`src/rtl/sub_nbit_serial.sv`:
```
// Bit-serial unsigned subtractor Diff = A - B, LSB first, one borrow flop reused per cycle.
// Latency WIDTH cycles accept-to-done; start is ignored while busy, results held until next completion.
module sub_nbit_serial #(
    parameter int WIDTH = 32
) (
    input  logic             clk,
    input  logic             rst_n,
    input  logic             start,
    input  logic [WIDTH-1:0] A,
    input  logic [WIDTH-1:0] B,
    output logic             busy,
    output logic             done,
    output logic [WIDTH-1:0] Diff,
    output logic             Bout
);

    localparam int CW = (WIDTH > 1) ? $clog2(WIDTH) : 1;
    localparam logic [CW-1:0] LAST = CW'(WIDTH - 1);

    typedef enum logic [1:0] {
        IDLE = 2'd0,
        RUN  = 2'd1,
        DONE = 2'd2
    } state_t;

    state_t           state_q, state_d;
    logic [WIDTH-1:0] a_q, a_d;
    logic [WIDTH-1:0] b_q, b_d;
    logic [WIDTH-1:0] res_q, res_d;
    logic [WIDTH-1:0] diff_q, diff_d;
    logic             br_q, br_d;
    logic             bout_q, bout_d;
    logic [CW-1:0]    cnt_q, cnt_d;

    logic bit_a, bit_b, d_bit, br_next, accept;

    assign bit_a   = a_q[0];
    assign bit_b   = b_q[0];
    assign d_bit   = bit_a ^ bit_b ^ br_q;
    assign br_next = (~bit_a & bit_b) | (~(bit_a ^ bit_b) & br_q);
    // A new operation may start from IDLE or straight out of the done cycle.
    assign accept  = start && (state_q != RUN);

    always_comb begin
        state_d = state_q;
        a_d     = a_q;
        b_d     = b_q;
        res_d   = res_q;
        diff_d  = diff_q;
        br_d    = br_q;
        bout_d  = bout_q;
        cnt_d   = cnt_q;

        if (accept) begin
            a_d     = A;
            b_d     = B;
            br_d    = 1'b0;
            cnt_d   = '0;
            state_d = RUN;
        end else begin
            case (state_q)
                RUN: begin
                    a_d   = a_q >> 1;
                    b_d   = b_q >> 1;
                    res_d = {d_bit, res_q[WIDTH-1:1]};
                    br_d  = br_next;
                    cnt_d = cnt_q + 1'b1;
                    if (cnt_q == LAST) begin
                        diff_d  = {d_bit, res_q[WIDTH-1:1]};
                        bout_d  = br_next;
                        state_d = DONE;
                    end
                end
                DONE:    state_d = IDLE;
                default: state_d = IDLE;
            endcase
        end
    end

    always_ff @(posedge clk or negedge rst_n) begin
        if (!rst_n) begin
            state_q <= IDLE;
            a_q     <= '0;
            b_q     <= '0;
            res_q   <= '0;
            diff_q  <= '0;
            br_q    <= 1'b0;
            bout_q  <= 1'b0;
            cnt_q   <= '0;
        end else begin
            state_q <= state_d;
            a_q     <= a_d;
            b_q     <= b_d;
            res_q   <= res_d;
            diff_q  <= diff_d;
            br_q    <= br_d;
            bout_q  <= bout_d;
            cnt_q   <= cnt_d;
        end
    end

    assign busy = (state_q == RUN);
    assign done = (state_q == DONE);
    assign Diff = diff_q;
    assign Bout = bout_q;

endmodule

```
`config.mk`:
```
export PLATFORM = sky130hd
export DESIGN_NAME = sub_nbit_serial
export DESIGN_NICKNAME = d
export VERILOG_FILES = /design/src/rtl/sub_nbit_serial.sv
export SDC_FILE = /design/constraint.sdc
export NUM_CORES = 1
export LEC_CHECK = 0
export ABC_AREA = 1
export BUFFER_PORTS_ARGS = -buffer_cell sky130_fd_sc_hd__buf_2
export CORE_MARGIN = 2
export CORE_UTILIZATION = 40
export CTS_BUF_LIST = sky130_fd_sc_hd__clkbuf_4 sky130_fd_sc_hd__clkbuf_8
export DETAILED_ROUTE_END_ITERATION = 10
export GPL_ROUTABILITY_DRIVEN = 0
export PLACE_DENSITY = 0.61
export REMOVE_ABC_BUFFERS = 1
export SYNTH_ARGS = -nofsm -noshare
export SYNTH_HDL_FRONTEND = slang
export SYNTH_SLANG_ARGS = --single-unit
```
`constraint.sdc`:
```
create_clock -name clk -period 2.1 [get_ports clk]
set_input_delay 0.315 -clock clk [delete_from_list [all_inputs] [get_ports clk]]
set_output_delay 0.315 -clock clk [all_outputs]
set_load 0.05 [all_outputs]
```
== Word level (Yosys, flattened, before mapping) ==
Index checks and enable logic that the tools add are counted.
W data, S select, Z words.

* Logic and storage cells: 37
* Register bits after elaboration: 137
* Output and inout port bits: 35
* Input port bits: 67

* Multiplexer cells: 11
* Eq/ne operators: 5
* Bitwise logic cells: 8
* $add $sub $neg: 1
* Reduce and logical (&&, ||, !) cells: 4

{| class="wikitable"
|+ Operators with widths
! operator !! number
|-
| $mux W32 || 4
|-
| $mux W5 || 2
|-
| $mux W2 || 3
|-
| $add A5 B1 Y5 const B || 1
|-
| $eq A5 B5 Y1 const B || 1
|-
| $ne A3 B1 Y1 const B || 1
|-
| $not A1 Y1 || 3
|-
| $reduce_and A3 Y1 || 1
|-
| $and A1 B1 Y1 || 2
|-
| $eq A2 B1 Y1 const B || 1
|-
| $eq A2 B2 Y1 const B || 1
|-
| $mux W1 || 2
|-
| $ne A2 B1 Y1 const B || 1
|-
| $reduce_and A2 Y1 || 1
|-
| $reduce_bool A2 Y1 || 1
|-
| $xor A1 B1 Y1 || 2
|-
| $logic_and A1 B1 Y1 || 1
|-
| $or A1 B1 Y1 || 1
|}

== Logic depth before layout (Yosys ltp) ==
* Depth after elaboration: 6
* Mapped depth: 9
* Mapped depth without buffers: 8

== Worst setup path before layout ==
OpenSTA, ideal clock, no wires.

* Kind: reg2reg
* From: reg cnt_q[0]
* To: reg diff_q[22] (netlist: Diff[22])
* Data arrival time: 1.437 ns
* Library setup time: 0.077 ns
* Data required time: 2.023 ns
* Buffers on the path: 2
* Period minus slack after synthesis: 1.514 ns
* Path slack: 0.586 ns
* Stages on the path, launching flop included: 10
* Path through: dfrtp_1 -> ha_1 -> nand2_1 -> nor2_1 -> ha_1 -> nand2_1 -> buf_2 -> buf_4 -> nand2_1 -> o21ai_1

* Longest elaborated chain between the ends: 2

{| class="wikitable"
|+ Ends and longest elaborated chain
! what !! line !! RTL
|-
| from (decl) || 33 || <nowiki>logic [CW-1:0] cnt_q, cnt_d;</nowiki>
|-
| from (signal assigned) || 98 || <nowiki>cnt_q <= cnt_d;</nowiki>
|-
| $eq A5 B5 Y1 || 68 || <nowiki>if (cnt_q == LAST) begin</nowiki>
|-
| $reduce_and A3 Y1 (no line) || n/a ||
|-
| to (signal assigned) || 95 || <nowiki>diff_q <= diff_d;</nowiki>
|-
| to (decl) || 30 || <nowiki>logic [WIDTH-1:0] diff_q, diff_d;</nowiki>
|}

No other way between the ends.
A chain may end at the register's enable or synchronous reset.

== Worst setup path after layout ==
* From: reg state_q[0]
* To: out busy

* Longest elaborated chain between the ends: 1

{| class="wikitable"
|+ Ends and longest elaborated chain
! what !! line !! RTL
|-
| from (decl) || 26 || <nowiki>state_t state_q, state_d;</nowiki>
|-
| from (signal assigned) || 91 || <nowiki>state_q <= state_d;</nowiki>
|-
| $eq A2 B1 Y1 || 102 || <nowiki>assign busy = (state_q == RUN);</nowiki>
|-
| to (decl) || 11 || <nowiki>output logic busy,</nowiki>
|}

No other way between the ends.

==> flow_summary.ini <==
[worst_setup_path]
crit_buf_inv = 2
cp_slowest_stage_delay_ns = 0.40
worst_ep_arrival_time_ns = 1.39
crit_type = reg -> out
cp_slowest_cell = dfrtp_1
crit_family = flip-flops
required_ns = 1.78
worst-path-max-fanout = 4
start_kind = flip-flop
endpoint_kind = output pin
path_cells = inv_1, nor2_4, buf_2
worstRegToRegCells = 8
path_depth = 3

[die]
ios = 102
core_mm2 = 0.01383
fp.dieArea_mm2 = 0.01508
dieWidth_um = 122.8
die_height_um = 122.8
fp-row-count = 43
initial_utilization_pct = 40.82

[synthesis]
yosysMostFrequentCell = nand2_1
yosys_warnings = 0
ys_ff_latch = 136
synth_top_cell_by_area = dfrtp_1
netlist_instances = 631
ys_async_sr_fraction_pct = 100.0
synth.top_cell.area_share_pct = 60.30
synthTopCellsByArea = dfrtp_1 60%, nand2_1 14%, nand3_1 11%
synth-edff-count = 0
yosysSeqAreaShare_pct = 60.30
synthDistinctLibCells = 19
ys_top_cells_by_count = 209 x nand2_1, 136 x dfrtp_1, 125 x nand3_1
synthesis.area_mm2 = 0.005644
synthFlopType = dfrtp_1
postSynthAreaPerCell_um2 = 8.945

[power_and_ir_drop]
p_per_area_mw_per_mm2 = 1427
swShare_pct = 39.96
p_switching_mw = 3.777
p_clk_share_pct = 20.5
leakagePower_nw = 3.387
sequentialPowerShare_pct = 44.6
intPower_mw = 5.676
ir_worst_vdd_mv = 0.7100
p_comb_share_pct = 34.9

[global_route]
first_global_vias = 4391
grt_pass1_wl_mm = 20.99
grtUsageTotal_pct = 17.84
grt_antenna_before_repair = 1
grt_overflow = 0
grt_start_max_net_pins = 116

[sta]
maxSlewHeadroom_pct = 69.10
finalHoldWorstSlack_ns = 0.08183
finClkSkew_ns = 0.008074
maxSlewViolCount = 0
setup_violations = 0
min_period_ns = 1.709
fmaxAchievable_mhz = 585.1
hold_viol = 0
rsz0062_at_grt = false
finalCritPeriodShare_pct = 81.39
tightestPinTransition_ns = 0.4635

[finish]
drive_gt1_share_pct = 20.03
final_nets = 791
area_growth_syn_to_layout_pct = 17.36
fin_area_mm2 = 0.006624
n_antenna_cell = 0

[clock_network]
clockBufferDepth = 2
cts-root-buf = clkbuf_8
cts_buffers = 17
post-cts-setup-buffer-count = 0
clock_latency_ns = 0.44
cts.clk_slew.worst_paths_ns = 0.07
cts_sinks = 136
cts_tree = yes
h-tree-depth = 4

[drt]
routed_wirelength_mm = 12.30
via_count = 4435
drc = 0
avgRoutedWirePerCell_um = 13.53
first_pass_iters = 4
antenna_left = 0
via_per_inst = 4.879
drtIter0Drc = 285

[placed_design]
placed_area_mm2 = 0.006269
dpl.hpwl_mm = 7.983
portBuffers = 101

[run_status]
status = finished clean

[worst_hold_path]
min_path_cells = 3
hold_path_class = in -> reg

[run]
drv_cap = 0
power groups by stage:
stage	Clock (mW)	Combinational (mW)	Sequential (mW)
floorplan	0	1.59	4.96
global placement	0	3.25	4.23
detailed placement	0	3.35	4.26
CTS	2.00	3.36	4.22
global route	2.11	3.73	4.35
finish	1.94	3.29	4.22
layer usage:
metal	up-vias	GRT usage, %	wire length [um]
met3	12	5.251	852
met2	134	28.00	5557
met4	2	6.034	104
met1	2079	23.68	5767
met5	-	0	13
li1	2208	-	-
cell usage in the layout (no fill, tap or decap), types with 3 or more instances in the layout:
master	instances
nand2_1	208
o21ai_0	44
inv_1	37
inv_2	3
clkbuf_4	3
buf_4	7
nor2_1	6
buf_12	4
nand3_1	125
o21ai_1	21
clkbuf_8	20
dfrtp_1	136
buf_2	100
path summary, 6_finish.rpt:
path | start | end | slack [ns]
max | state_q[0] | busy | 0.39
min | A[31] | a_q[31] | 0.08
max reg2reg | cnt_q[0] | Diff[21] | 0.49
min reg2reg | a_q[31] | a_q[31] | 0.48
max in group asynchronous | rst_n | a_q[2] | 1.17
min in group asynchronous | rst_n | Diff[24] | 0.31
timing repair:
item,in CTS,in global routing
gates resized for setup,0,0
hold buffers,1,0
endpoints found under the setup margin,0,0
endpoints found under the hold margin,26,0
metrics by stage:
stage               TNS (ns)  utilization (%)  power, mW  setup WS, ns  instances
finish                     0            47.91      9.454        0.3908        909
global route               0            47.91      10.19        0.3098        909
CTS                        0            47.91      9.575        0.3598        909
detailed placement         0            45.34      7.605        0.5039        881
global placement           0            45.34      7.477        0.5610        881
floorplan             -41.06                -      6.553       -0.9454        589
sequential cells by signal, indices dropped and copies added (netlist names):
register / count
br_q: 1
res_q: 31
Bout: 1
b_q: 32
state_q: 2
a_q: 32
cnt_q: 5
Diff: 32
cell type report:
class,instances,area (um2)
Inverter,40,150.1
Multi-Input combinational cell,413,1846
Clock buffer,23,297.8
Timing Repair Buffer,113,654.4
Clock inverter,4,47.55
Tap cell,180,225.2
Sequential cell,136,3403
Fill cell,1369,7203
worst min-delay path: stages:
cell and delay, ns:
buf_2 0.07, nand2_1 0.04, nand2_1 0.05
cells by family after synthesis:
kind of cell,Yosys count,share of synthesized area (%)
AO/OA/AOI/OAI,67,5.963
buffers and inverters,82,7.138
AND/OR/NAND/NOR,343,25.80
adder cells (fa/ha/maj),3,0.7980
flip-flops,136,60.30
Power figures use the tool's default switching activity.
